### src/rtl/reset_sequencer.sv
// reset_sequencer
//   Merges PLL lock loss, a debounced pushbutton, a watchdog expiry and a
//   software request into one registered, minimum-length system reset, and
//   records which source caused the most recent reset for the boot code.
//
// Ports
//   clk        in   system clock (PLL outclk 0)
//   rst        in   power-on reset, synchronous, active-high
//   clk_ok     in   PLL locked, asynchronous to clk
//   btn_rst_n  in   reset pushbutton, active-low, asynchronous, bouncing
//   wd_trig    in   watchdog expiry, 1-cycle pulse in clk domain
//   sw_rst     in   software reset request, 1-cycle pulse in clk domain
//   rst_out    out  system reset, active-high, registered
//   running    out  high only in RUN
//   rst_cause  out  last cause: 0=POR 1=LOCK 2=BTN 3=WD 4=SW
module reset_sequencer #(
    parameter int HOLD_CYCLES     = 16,
    parameter int DEBOUNCE_CYCLES = 20000,
    parameter int SYNC_STAGES     = 2
) (
    input  logic       clk,
    input  logic       rst,
    input  logic       clk_ok,
    input  logic       btn_rst_n,
    input  logic       wd_trig,
    input  logic       sw_rst,
    output logic       rst_out,
    output logic       running,
    output logic [2:0] rst_cause
);

    localparam int HW = (HOLD_CYCLES > 2) ? $clog2(HOLD_CYCLES) : 1;
    localparam int DW = $clog2(DEBOUNCE_CYCLES + 1);

    localparam logic [HW-1:0] HOLD_INIT = HW'(HOLD_CYCLES - 1);
    localparam logic [DW-1:0] DB_LAST   = DW'(DEBOUNCE_CYCLES - 1);

    localparam logic [1:0] S_WAIT_LOCK = 2'd0;
    localparam logic [1:0] S_HOLD      = 2'd1;
    localparam logic [1:0] S_RUN       = 2'd2;

    localparam logic [2:0] C_POR  = 3'd0;
    localparam logic [2:0] C_LOCK = 3'd1;
    localparam logic [2:0] C_BTN  = 3'd2;
    localparam logic [2:0] C_WD   = 3'd3;
    localparam logic [2:0] C_SW   = 3'd4;

    // ---------------- synchronizers ----------------
    logic [SYNC_STAGES-1:0] lock_sync;
    logic [SYNC_STAGES-1:0] btn_sync;
    logic                   lock_s;
    logic                   btn_s;

    always_ff @(posedge clk) begin
        if (rst) begin
            lock_sync <= '0;
            btn_sync  <= '0;
        end else begin
            lock_sync <= {lock_sync[SYNC_STAGES-2:0], clk_ok};
            btn_sync  <= {btn_sync[SYNC_STAGES-2:0], ~btn_rst_n};
        end
    end

    assign lock_s = lock_sync[SYNC_STAGES-1];
    assign btn_s  = btn_sync[SYNC_STAGES-1];

    // ---------------- debounce ----------------
    // The counter only runs while the synchronized level disagrees with the
    // accepted level, so any bounce back to the old level restarts it.
    logic [DW-1:0] db_cnt;
    logic          btn_db;
    logic          btn_db_q;
    logic          btn_press;

    always_ff @(posedge clk) begin
        if (rst) begin
            db_cnt   <= '0;
            btn_db   <= 1'b0;
            btn_db_q <= 1'b0;
        end else begin
            btn_db_q <= btn_db;
            if (btn_s == btn_db) begin
                db_cnt <= '0;
            end else if (db_cnt == DB_LAST) begin
                btn_db <= btn_s;
                db_cnt <= '0;
            end else begin
                db_cnt <= db_cnt + DW'(1);
            end
        end
    end

    assign btn_press = btn_db & ~btn_db_q;

    // ---------------- sequencing FSM ----------------
    logic [1:0]    state, state_nxt;
    logic [HW-1:0] hold_cnt, hold_nxt;
    logic [2:0]    cause_nxt;

    always_comb begin
        state_nxt = state;
        hold_nxt  = hold_cnt;
        cause_nxt = rst_cause;
        case (state)
            S_WAIT_LOCK: begin
                if (lock_s) begin
                    state_nxt = S_HOLD;
                    hold_nxt  = HOLD_INIT;
                end
            end
            S_HOLD: begin
                // Any live source restarts the hold window; the cause is
                // left alone so the original RUN exit reason survives.
                if (!lock_s) begin
                    state_nxt = S_WAIT_LOCK;
                end else if (btn_db || wd_trig || sw_rst) begin
                    hold_nxt = HOLD_INIT;
                end else if (hold_cnt == '0) begin
                    state_nxt = S_RUN;
                end else begin
                    hold_nxt = hold_cnt - HW'(1);
                end
            end
            S_RUN: begin
                if (!lock_s) begin
                    state_nxt = S_WAIT_LOCK;
                    cause_nxt = C_LOCK;
                end else if (btn_press) begin
                    state_nxt = S_HOLD;
                    hold_nxt  = HOLD_INIT;
                    cause_nxt = C_BTN;
                end else if (wd_trig) begin
                    state_nxt = S_HOLD;
                    hold_nxt  = HOLD_INIT;
                    cause_nxt = C_WD;
                end else if (sw_rst) begin
                    state_nxt = S_HOLD;
                    hold_nxt  = HOLD_INIT;
                    cause_nxt = C_SW;
                end
            end
            default: begin
                state_nxt = S_WAIT_LOCK;
            end
        endcase
    end

    // Outputs are registered from the next state so an event sampled at an
    // edge is visible on rst_out right after that same edge, glitch-free.
    always_ff @(posedge clk) begin
        if (rst) begin
            state     <= S_WAIT_LOCK;
            hold_cnt  <= '0;
            rst_cause <= C_POR;
            rst_out   <= 1'b1;
            running   <= 1'b0;
        end else begin
            state     <= state_nxt;
            hold_cnt  <= hold_nxt;
            rst_cause <= cause_nxt;
            rst_out   <= (state_nxt != S_RUN);
            running   <= (state_nxt == S_RUN);
        end
    end

endmodule
### config.mk
export PLATFORM = sky130hd
export DESIGN_NAME = reset_sequencer
export DESIGN_NICKNAME = d
export VERILOG_FILES = /design/src/rtl/reset_sequencer.sv
export SDC_FILE = /design/constraint.sdc
export NUM_CORES = 1
export LEC_CHECK = 0
export CAP_MARGIN = 20
export CORE_ASPECT_RATIO = 0.9
export CORE_MARGIN = 10
export CORE_UTILIZATION = 45
export CTS_CLUSTER_SIZE = 25
export DETAILED_ROUTE_END_ITERATION = 10
export PLACE_DENSITY = 0.67
export SETUP_SLACK_MARGIN = 0.05
export SYNTH_ARGS = -nofsm -noshare
export SYNTH_HDL_FRONTEND = slang
export SYNTH_SLANG_ARGS = --single-unit
### constraint.sdc
create_clock -name clk -period 1.7 [get_ports clk]
set_clock_uncertainty 0.05 [all_clocks]
set_input_delay 0.17 -clock clk [delete_from_list [all_inputs] [get_ports clk]]
set_output_delay 0.17 -clock clk [all_outputs]
set_load 0.005 [all_outputs]
# Yosys cells after proc, flatten, opt, wreduce, memory -nomap -nowiden
# Index checks and enable logic that the tools add are counted.
[op_classes]
add_sub_neg = 2
eq_ne = 12
muxes = 22
n_bitwise = 4
reduce_logical = 9
[ops]
columns = ["cell", "count"]
rows = [
  ["$mux 4", 8],
  ["$mux 2", 8],
  ["$add 15x1->15 const B", 1],
  ["$eq 15x15->1 const B", 1],
  ["$mux 3", 4],
  ["$pmux 4 s3", 1],
  ["$ne 2x2->1 const B", 4],
  ["$pmux 2 s3", 1],
  ["$reduce_and 6->1", 1],
  ["$eq 2x2->1 const B", 2],
  ["$logic_not 4->1", 1],
  ["$ne 4x3->1 const B", 1],
  ["$ne 4x4->1 const B", 1],
  ["$reduce_and 2->1", 2],
  ["$sub 4x1->4 const B", 1],
  ["$ne 3x3->1 const B", 1],
  ["$not 1->1", 3],
  ["$reduce_bool 3->1", 1],
  ["$reduce_or 3->1", 1],
  ["$eq 2x1->1 const B", 1],
  ["$logic_not 2->1", 1],
  ["$logic_or 1x1->1", 2],
  ["$and 1x1->1", 1],
  ["$eq 1x1->1", 1],
]
[word_totals]
regBits = 32
inputBits = 6

# Longest topological paths before layout
# Gate-level depths: netlist (run 1).
[logic_depth]
word_depth = 6
mapped_depth = 6

# Worst setup path after synthesis (run 1)
# No wires, ideal clock.
[synth_timing]
kind = "register to register"
start = "reg db_cnt[6]"
end = "reg db_cnt[13]"
t_arrival_ps = 1673
t_required_ps = 1535
path_slack_ps = -138
stages_incl_launch_ff = 6
n_path_buf = 1
period_less_slack_ps = 1838
cell_sequence = "dfxtp_1 -> or4b_1 -> or4_4 -> nand2_2 -> buf_6 -> nor2_1"
[synth_via]
elab_chain_cells = 2
elab_cells_between_ends = 3
classes_between = "add/sub (1); eq/ne (1); reduce/logical (1)"
[synth_rtl]
columns = ["element", "line_no", "rtl"]
rows = [
  ["start, declared", "70", "logic [DW-1:0] db_cnt;"],
  ["start signal, assigned", "88", "db_cnt <= db_cnt + DW'(1);"],
  ["parallel branches: the longest is 2 deep, another holds $add 15x1->15", "n/a", ""],
]
# Several ways; the timed one is not identified.
# A chain may end at the register's enable or synchronous reset.

# Worst setup path in the final report (run 1)
[layout_timing]
start = "reg db_cnt[13]"
end = "reg db_cnt[9]"
[layout_via]
elab_chain_cells = 2
[layout_rtl]
columns = ["element", "line_no", "rtl"]
rows = [
  ["$eq 15x15->1", "84", "end else if (db_cnt == DB_LAST) begin"],
  ["$reduce_or 3->1 (no source line)", "n/a", ""],
]
# Every way passes these cells.

==> results of run 1 <==
-- stage by stage --
stage                     utilization  setup WS (ns)  cell area (µm²)
final                          0.6284        -0.1120             1769
after CTS                      0.6147        -0.1149             1730
after global placement         0.5844       -0.08513             1645
after floorplan                     -        -0.1076             1379
after global routing           0.6284        -0.1577             1769
after detailed placement       0.5844       -0.09862             1645
-- final cells by class --
cell class | instances | share of cell area
Clock buffer | 5 | 0.02122
Tap cell | 40 | 0.02829
Clock inverter | 3 | 0.02405
Timing Repair Buffer | 29 | 0.1372
Sequential cell | 32 | 0.3635
Multi-Input combinational cell | 106 | 0.4109
Inverter | 7 | 0.01485
-- kinds of logic (layout without fill, tap and decap cells) --
family / count (synthesis) / count (layout) / synth area share
buffers and inverters: 10 / 44 / 0.03300
XOR/XNOR: 14 / 14 / 0.08982
AND/OR/NAND/NOR: 70 / 70 / 0.2823
adder cells (fa/ha/maj): 2 / 2 / 0.01833
multiplexers: 2 / 2 / 0.01558
AO/OA/AOI/OAI: 18 / 18 / 0.09166
flip-flops: 32 / 32 / 0.4693
-- registers in the layout, indices dropped and copies added, names as in the netlist --
| name | cells |
|---|---|
| hold_cnt | 4 |
| lock_sync | 2 |
| btn_db | 1 |
| rst_cause | 3 |
| rst_out | 1 |
| btn_db_q | 1 |
| running | 1 |
| btn_sync | 2 |
| state | 2 |
| db_cnt | 15 |
-- layer usage --
layer	vias to the layer above	part of all wire	GRT usage
li1	586	-	-
met3	8	0.050	0.03448
met1	496	0.50	0.1311
met5	-	0	0
met4	0	0.021	0.05368
met2	25	0.43	0.1551
-- cell usage in the layout, fill, tap and decap left out, types with 2 or more instances in the layout --
master / netlist / final
sky130_fd_sc_hd__inv_1: 7 / 6
sky130_fd_sc_hd__a211oi_1: 4 / 4
sky130_fd_sc_hd__nor2b_1: 7 / 7
sky130_fd_sc_hd__nand2b_1: 4 / 4
sky130_fd_sc_hd__nor2_1: 22 / 22
sky130_fd_sc_hd__clkdlybuf4s50_1: 0 / 10
sky130_fd_sc_hd__nor3b_1: 3 / 2
sky130_fd_sc_hd__clkbuf_4: 0 / 5
sky130_fd_sc_hd__nor4_1: 4 / 4
sky130_fd_sc_hd__dfxtp_2: 0 / 2
sky130_fd_sc_hd__dfxtp_1: 32 / 30
sky130_fd_sc_hd__nor3_1: 4 / 4
sky130_fd_sc_hd__nand2_1: 5 / 5
sky130_fd_sc_hd__xor2_1: 4 / 4
sky130_fd_sc_hd__a21oi_1: 5 / 4
sky130_fd_sc_hd__nand4_1: 6 / 6
sky130_fd_sc_hd__xnor2_1: 10 / 10
sky130_fd_sc_hd__o31ai_1: 2 / 2
sky130_fd_sc_hd__nand3_1: 6 / 6
sky130_fd_sc_hd__buf_4: 0 / 19
sky130_fd_sc_hd__o21ai_0: 2 / 2
-- worst paths after layout --
check                          from                     end  slack, ns
max           db_cnt[13]$_SDFF_PP0_    db_cnt[9]$_SDFF_PP0_      -0.11
min reg2reg  btn_sync[0]$_SDFF_PP0_  btn_sync[1]$_SDFF_PP0_       0.39
max reg2reg   db_cnt[13]$_SDFF_PP0_    db_cnt[9]$_SDFF_PP0_      -0.11
min                       btn_rst_n  btn_sync[0]$_SDFF_PP0_       0.28
-- where the power goes --
part | total, W | switching (W) | internal, W
registers | 0.000770 | 0.00000990 | 0.000760
logic | 0.0000893 | 0.0000408 | 0.0000485
clock network | 0.000584 | 0.000278 | 0.000307
-- timing repair --
| item | 4_1_cts | 5_1_grt |
|---|---|---|
| endpoints found under the setup margin | 17 | 22 |
| resized for setup | 1 | 6 |
| setup buffers | 0 | 1 |
| pin swaps | 0 | 1 |
==> impl_metrics.yaml, run 1 <==
setup_path:
  startpoint_type: "register"
  criticalPathCategory: "reg2reg"
  path_max_fanout: 14
  path_buf_inv: 0
  critical_path.endpoint_type: "register"
  arrival_ns: 2.00
  timing.critical_path.max_delay_family: "simple AND/OR/NAND/NOR gates"
  path_depth: 4
  worst-endpoint-required_ns: 1.88
  critical-path-max-stage-delay_ns: 0.58
  crit_path_cell_trace: "or4b_4 > or4_4 > nand2_4 > nor2_1"
  rr_worst_depth: 4
  worst_path_max_delay_cell: "sky130_fd_sc_hd__or4_4"
clock_network:
  cts-htree-levels: 2
  cts_inserted_buffers: 5
  cts_num_sinks: 32
  clkSlewWorstSetupHoldPaths_ns: 0.11
  cts_hold_buf: 0
  tritoncts: "yes"
  clkLatencyLatePin_ns: 0.34
  cts-root-to-sink-buffers: 2
  clock-root-buffer: "sky130_fd_sc_hd__clkbuf_4"
logic_synthesis:
  dominantRegCellSynth: "sky130_fd_sc_hd__dfxtp_1"
  share_of_the_synthesized_area_in_the_top_cell_type: 0.4693
  syn_area_um2: 1365
  synth_nets: 156
  number_of_enable_type_register_cells_in_the_synthesized_netlist: 0
  sequential_cell_area_fraction_in_the_yosys_report: 0.4693
  postSynthAreaPerCell_um2: 9.223
  synth_commonest_cells: "32 x sky130_fd_sc_hd__dfxtp_1, 22 x sky130_fd_sc_hd__nor2_1, 10 x sky130_fd_sc_hd__xnor2_1"
  postSynth.asyncResetShare: 0
  number_of_warning_messages_in_the_yosys_log: 0
  synth_cells: 148
  cell_variety_after_synth: 36
  ranking_of_synthesized_cells_by_area: "sky130_fd_sc_hd__dfxtp_1 47%, sky130_fd_sc_hd__xnor2_1 6.4%, sky130_fd_sc_hd__nor2_1 6.0%"
  ys_ff_latch: 32
  synth.largest_area_cell: "sky130_fd_sc_hd__dfxtp_1"
  synth_most_common_cell: "sky130_fd_sc_hd__dfxtp_1"
drt:
  wire_per_inst_um: 12.57
  via_count: 1115
  count_of_antenna_violating_nets_left_after_detailed_routing: 0
  vias_per_cell: 5.023
  drc: 0
  drt-total-wl_mm: 2.791
  detail_route.iter0.violations: 36
  detailedRoute.firstPassIterationCount: 4
sta:
  setup_viol: 16
  tightest_slew_ns: 0.4095
  timing.setup.tns_ns: -1.604
  fmax_mhz: 551.9
  timing.slew.headroom: 0.7264
  final_max_slew_viol_count: 0
  finalCriticalPeriod_ns: 1.812
  postLayoutSetupSlackWorst_ns: -0.1120
  post-route-period-util: 1.066
  setup_repair_after_global_routing_missed_its_margin: "yes"
  whs_ns: 0.2833
  hold_viol_final: 0
outcome:
  run_status: "complete, but fails checks"
  failed_checks: "negative setup slack"
global_routing:
  vias_in_the_first_global_route: 1039
  grt_max_degree: 15
  global_route.overflow_total: 0
  gr-usage-all-layers: 0.1042
  antenna_found_initial: 0
  grt_first_pass_wirelength_mm: 4.726
hold_path:
  number_of_cells_on_the_worst_hold_path: 2
  hold_class: "in2reg"
final_layout:
  seqCellArea_um2: 643.1
  final.fill_count: 245
  instances_no_fill: 222
  multi_input_area_um2: 726.9
  layout-area-overhead-vs-synth_pct: 29.61
  drive_above_1_share: 0.2253
  finish.net_count: 189
  antenna_cells_inserted: 0
floorplanning:
  floorplan.die.height_um: 72.25
  num_io_pins: 11
  core_area_um2: 2815
  row_count: 18
  die_area_um2: 5639
  initial_core_util: 0.4849
  overall_die_width_um: 78.06
power:
  cellLeakagePower_nw: 0.6078
  cellPowerDensity_nw_per_um2: 816.1
  p_total_w: 0.001444
  ir_worst_vdd_mv: 0.5292
placed_design:
  io_buffers: 10
  dpl.hpwl_mm: 2.061
  place_inst: 213
  place_congestion: 0.8412
run:
  drv.max_cap_violation_count: 0
No activity file was read; power rests on OpenSTA's default activity.
==> run 2, diff against run 1 <==
--- a/config.mk
+++ b/config.mk
@@ -6,7 +6,6 @@
 export NUM_CORES = 1
 export LEC_CHECK = 0
 export CAP_MARGIN = 20
-export CORE_ASPECT_RATIO = 0.9
 export CORE_MARGIN = 10
 export CORE_UTILIZATION = 45
 export CTS_CLUSTER_SIZE = 25
==> impl_metrics.yaml, run 2 (synthesis gave the netlist of run 1 again) <==
final_layout:
  final.fill_count: 247
  multi_input_area_um2: 709.4
  seqCellArea_um2: 643.1
  final_common_cell: "sky130_fd_sc_hd__dfxtp_1"
  largest_register_ff_count: 15
  finish.instance_area_um2: 1729
  layout-area-overhead-vs-synth_pct: 26.67
  mostFrequentLayoutCells: "30 x sky130_fd_sc_hd__dfxtp_1, 22 x sky130_fd_sc_hd__nor2_1, 20 x sky130_fd_sc_hd__buf_4"
  finish.net_count: 190
  fin_util: 0.6112
  reg.largest.list: "db_cnt x15, hold_cnt x4, rst_cause x3"
  drive_above_1_share: 0.2240
  top_register: "db_cnt"
  antenna_cells_inserted: 0
power:
  cellPowerDensity_nw_per_um2: 757.0
  ir_worst_vdd_mv: 0.5238
  cellLeakagePower_nw: 0.6115
sta:
  final_max_slew_viol_count: 0
  timing.slew.headroom: 0.6895
  postLayoutSetupSlackWorst_ns: -0.1087
  setup_repair_after_global_routing_missed_its_margin: "yes"
  hold_viol_final: 0
  fmax_mhz: 552.9
  finalCriticalPeriod_ns: 1.809
  tightest_slew_ns: 0.4648
  post-route-period-util: 1.064
  setup_viol: 16
floorplanning:
  row_count: 19
  core_area_um2: 2829
  initial_core_util: 0.4825
  overall_die_width_um: 75.08
  die_area_um2: 5636
  floorplan.die.height_um: 75.08
  num_io_pins: 11
drt:
  detailedRoute.firstPassIterationCount: 4
  detail_route.iter0.violations: 55
  via_count: 1128
  drt-total-wl_mm: 2.703
  drc: 0
  vias_per_cell: 5.271
  count_of_antenna_violating_nets_left_after_detailed_routing: 0
  wire_per_inst_um: 12.63
clock_network:
  cts-root-to-sink-buffers: 2
  cts_inserted_buffers: 5
  clkLatencyLatePin_ns: 0.34
  cts-htree-levels: 2
  clkSlewWorstSetupHoldPaths_ns: 0.10
  cts_num_sinks: 32
  tritoncts: "yes"
  clock-root-buffer: "sky130_fd_sc_hd__clkbuf_4"
global_routing:
  vias_in_the_first_global_route: 1130
  antenna_found_initial: 0
  grt_max_degree: 15
  global_route.overflow_total: 0
  gr-usage-all-layers: 0.1158
  grt_first_pass_wirelength_mm: 4.981
outcome:
  run_status: "complete, but fails checks"
  failed_checks: "negative setup slack"
placed_design:
  placement_cell_area_um2: 1642
  dpl.hpwl_mm: 1.984
  place_congestion: 0.8556
  io_buffers: 10
setup_path:
  arrival_ns: 2.00
  critical_path.endpoint_type: "register"
  criticalPathCategory: "reg2reg"
  startpoint_type: "register"
  worst-endpoint-required_ns: 1.89
  path_max_fanout: 14
run:
  drv.max_cap_violation_count: 0
hold_path:
  hold_class: "in2reg"
[run 2: area by class of cell]
cell class | count | share of cell area
Clock buffer | 6 | 0.02967
Multi-Input combinational cell | 106 | 0.4103
Clock inverter | 2 | 0.005789
Sequential cell | 32 | 0.3719
Timing Repair Buffer | 30 | 0.1447
Inverter | 7 | 0.01520
Tap cell | 31 | 0.02243
[run 2: worst max-delay path, cell delays in order, from the launching register on]
cell                      delay (ns)
sky130_fd_sc_hd__dfxtp_1        0.32
sky130_fd_sc_hd__or4b_4         0.52
sky130_fd_sc_hd__or4_4          0.58
sky130_fd_sc_hd__nand2_4        0.16
sky130_fd_sc_hd__nor2_1         0.07
[run 2: final timing paths]
path | end | cells after the start | start | slack [ns]
max | db_cnt[10]$_SDFF_PP0_ | 4 | db_cnt[6]$_SDFF_PP0_ | -0.11
min | btn_sync[0]$_SDFF_PP0_ | 2 | btn_rst_n | 0.28
max reg2reg | db_cnt[10]$_SDFF_PP0_ | 4 | db_cnt[6]$_SDFF_PP0_ | -0.11
min reg2reg | btn_sync[1]$_SDFF_PP0_ | 1 | btn_sync[0]$_SDFF_PP0_ | 0.40
[run 2: timing repair]
item / 4_1_cts / 5_1_grt
hold endpoints to repair: 0 / 0
cloned: 0 / 0
pin swaps: 1 / 1
hold buffers: 0 / 0
resized for setup: 1 / 3
setup endpoints to repair: 17 / 21
setup buffers: 1 / 0
[run 2: power by group]
group / total [W] / switching [W] / internal, W
Sequential: 0.000768 / 0.00000773 / 0.000760
Clock: 0.000458 / 0.000262 / 0.000196
Combinational: 0.0000830 / 0.0000387 / 0.0000443
Total: 0.00131 / 0.000308 / 0.00100
[run 2: layer usage]
metal,track usage,wire (µm)
met5,0,0
met4,0.06303,57
met3,0.05650,145
met2,0.1619,1142
met1,0.1421,1358
[run 2: metrics by stage]
step,std cells,hold WS [ns],setup WS [ns],TNS (ns),power (W)
detailed placement,205,0.3861,-0.1162,-1.793,0.0008617
floorplan,148,0.1867,-0.1076,-1.198,0.0008254
CTS,214,0.2606,-0.1238,-1.758,0.001327
global placement,205,0.3685,-0.07821,-1.229,0.0008596
global route,214,0.2500,-0.1664,-2.328,0.001372
finish,214,0.2780,-0.1087,-1.498,0.001309
==> run 3, diff against run 2 <==
--- a/config.mk
+++ b/config.mk
@@ -10,7 +10,7 @@
 export CORE_UTILIZATION = 45
 export CTS_CLUSTER_SIZE = 25
 export DETAILED_ROUTE_END_ITERATION = 10
-export PLACE_DENSITY = 0.67
+export MAX_ROUTING_LAYER = met4
 export SETUP_SLACK_MARGIN = 0.05
 export SYNTH_ARGS = -nofsm -noshare
 export SYNTH_HDL_FRONTEND = slang
==> constraint.sdc (replaced) <==
create_clock -name clk -period 2.2 [get_ports clk]
set_clock_uncertainty 0.05 [all_clocks]
set_input_delay 0.22 -clock clk [delete_from_list [all_inputs] [get_ports clk]]
set_output_delay 0.22 -clock clk [all_outputs]
set_load 0.005 [all_outputs]
==> impl_metrics.yaml, run 3 (synthesis gave the netlist of run 1 again) <==
setup_path:
  capturing_point_of_the_worst_reg2reg_path: "db_cnt[8]$_SDFF_PP0_"
  critical_path.endpoint_type: "register"
  path_max_fanout: 14
  worst-endpoint-required_ns: 2.37
  rr_worst_depth: 4
  crit-reg2reg-launch: "db_cnt[6]$_SDFF_PP0_"
  regToRegSetupSlack_ns: 0.27
  criticalPathCategory: "reg2reg"
  arrival_ns: 2.10
  startpoint_type: "register"
clock_network:
  cts_inserted_buffers: 5
  cts_resized: 0
  clkLatencyLatePin_ns: 0.33
  cts-root-to-sink-buffers: 2
  cts_setup_buffers: 0
  clkSlewWorstSetupHoldPaths_ns: 0.09
  cts_num_sinks: 32
  tritoncts: "yes"
  cts_hold_buf: 0
  cts-htree-levels: 2
  clock-root-buffer: "sky130_fd_sc_hd__clkbuf_4"
floorplanning:
  core_area_um2: 2829
  floorplan.die.height_um: 75.08
  num_io_pins: 11
  overall_die_width_um: 75.08
  die_area_um2: 5636
  initial_core_util: 0.4825
  row_count: 19
drt:
  drc: 0
  wire_per_inst_um: 13.64
  drt-total-wl_mm: 2.688
  detail_route.iter0.violations: 78
  detailedRoute.firstPassIterationCount: 4
  vias_per_cell: 5.599
  count_of_antenna_violating_nets_left_after_detailed_routing: 0
  via_count: 1103
sta:
  setup_viol: 0
  timing.slew.headroom: 0.7165
  final_max_slew_viol_count: 0
  whs_ns: 0.3407
  timing.setup.tns_ns: 0
  fmax_mhz: 519.4
  post-route-period-util: 0.8751
  tightest_slew_ns: 0.4244
  setup_repair_after_global_routing_missed_its_margin: "no"
  hold_viol_final: 0
  finalCriticalPeriod_ns: 1.925
global_routing:
  global_route.overflow_total: 0
  vias_in_the_first_global_route: 1029
  gr-usage-all-layers: 0.1066
  grt_max_degree: 15
  antenna_found_initial: 0
  grt_first_pass_wirelength_mm: 4.416
final_layout:
  antenna_cells_inserted: 0
  finish.net_count: 174
  drive_above_1_share: 0.1084
  top_register: "db_cnt"
  mostFrequentLayoutCells: "32 x sky130_fd_sc_hd__dfxtp_1, 22 x sky130_fd_sc_hd__nor2_1, 10 x sky130_fd_sc_hd__xnor2_1, 10 x sky130_fd_sc_hd__clkdlybuf4s50_1"
  finish.instance_area_um2: 1580
  largest_register_ff_count: 15
  reg.largest.list: "db_cnt x15, hold_cnt x4, rst_cause x3"
  final.fill_count: 264
  layout-area-overhead-vs-synth_pct: 15.77
  multi_input_area_um2: 679.4
  seqCellArea_um2: 640.6
  final_common_cell: "sky130_fd_sc_hd__dfxtp_1"
placed_design:
  dpl.hpwl_mm: 1.926
  place_congestion: 0.9094
  placement_cell_area_um2: 1515
  io_buffers: 10
power:
  cellPowerDensity_nw_per_um2: 645.9
  cellLeakagePower_nw: 0.5159
  ir_worst_vdd_mv: 0.3803
hold_path:
  number_of_cells_on_the_worst_hold_path: 2
  hold_path_end: "btn_sync[0]$_SDFF_PP0_"
  hp-start: "btn_rst_n"
  hold_class: "in2reg"
outcome:
  run_status: "complete, no violations"
run:
  drv.max_cap_violation_count: 0
==> run 3: metrics by stage <==
stage,setup slack [ns],util,instances,total power (W)
final,0.2748,0.5586,197,0.001021
after global routing,0.1677,0.5586,197,0.001067
after floorplan,0.3625,-,148,0.0006372
after detailed placement,0.2798,0.5356,190,0.0006589
after global placement,0.3004,0.5356,190,0.0006574
after CTS,0.2570,0.5586,197,0.001038
==> run 3: worst max path at each step <==
stage | start | endpoint | slack (ns) | cells after the start
after floorplan | db_cnt[6]$_SDFF_PP0_ | db_cnt[13]$_SDFF_PP0_ | 0.36 | 5
after global placement | db_cnt[6]$_SDFF_PP0_ | db_cnt[13]$_SDFF_PP0_ | 0.30 | 4
after detailed placement | db_cnt[6]$_SDFF_PP0_ | db_cnt[4]$_SDFF_PP0_ | 0.28 | 4
after CTS | db_cnt[6]$_SDFF_PP0_ | db_cnt[6]$_SDFF_PP0_ | 0.26 | 4
after global routing | db_cnt[6]$_SDFF_PP0_ | db_cnt[13]$_SDFF_PP0_ | 0.17 | 4
final | db_cnt[6]$_SDFF_PP0_ | db_cnt[8]$_SDFF_PP0_ | 0.27 | 4
==> run 3: metal layers <==
metal / up-vias / GRT usage / part of all wire
met5: - / - / 0
met4: 0 / 0.06513 / 0.022
met3: 6 / 0.05125 / 0.042
met2: 18 / 0.1743 / 0.51
met1: 520 / 0.09946 / 0.42
li1: 559 / - / -
==> run 3: final cells by class <==
type | count | area share
Timing Repair Buffer | 14 | 0.08234
Tap cell | 31 | 0.02454
Inverter | 7 | 0.01663
Sequential cell | 32 | 0.4054
Multi-Input combinational cell | 106 | 0.4299
Clock buffer | 7 | 0.04117
==> run 3: critical path: stages (launching register included) <==
cell,delay [ns]
sky130_fd_sc_hd__dfxtp_1,0.36
sky130_fd_sc_hd__or4b_1,0.52
sky130_fd_sc_hd__or4_4,0.57
sky130_fd_sc_hd__nand2_2,0.23
sky130_fd_sc_hd__nor2_1,0.08
==> run 3: where the power goes <==
part	internal, W	switching, W	total [W]
logic	0.0000250	0.0000263	0.0000513
registers	0.000587	0.00000695	0.000594
clock network	0.000181	0.000194	0.000375
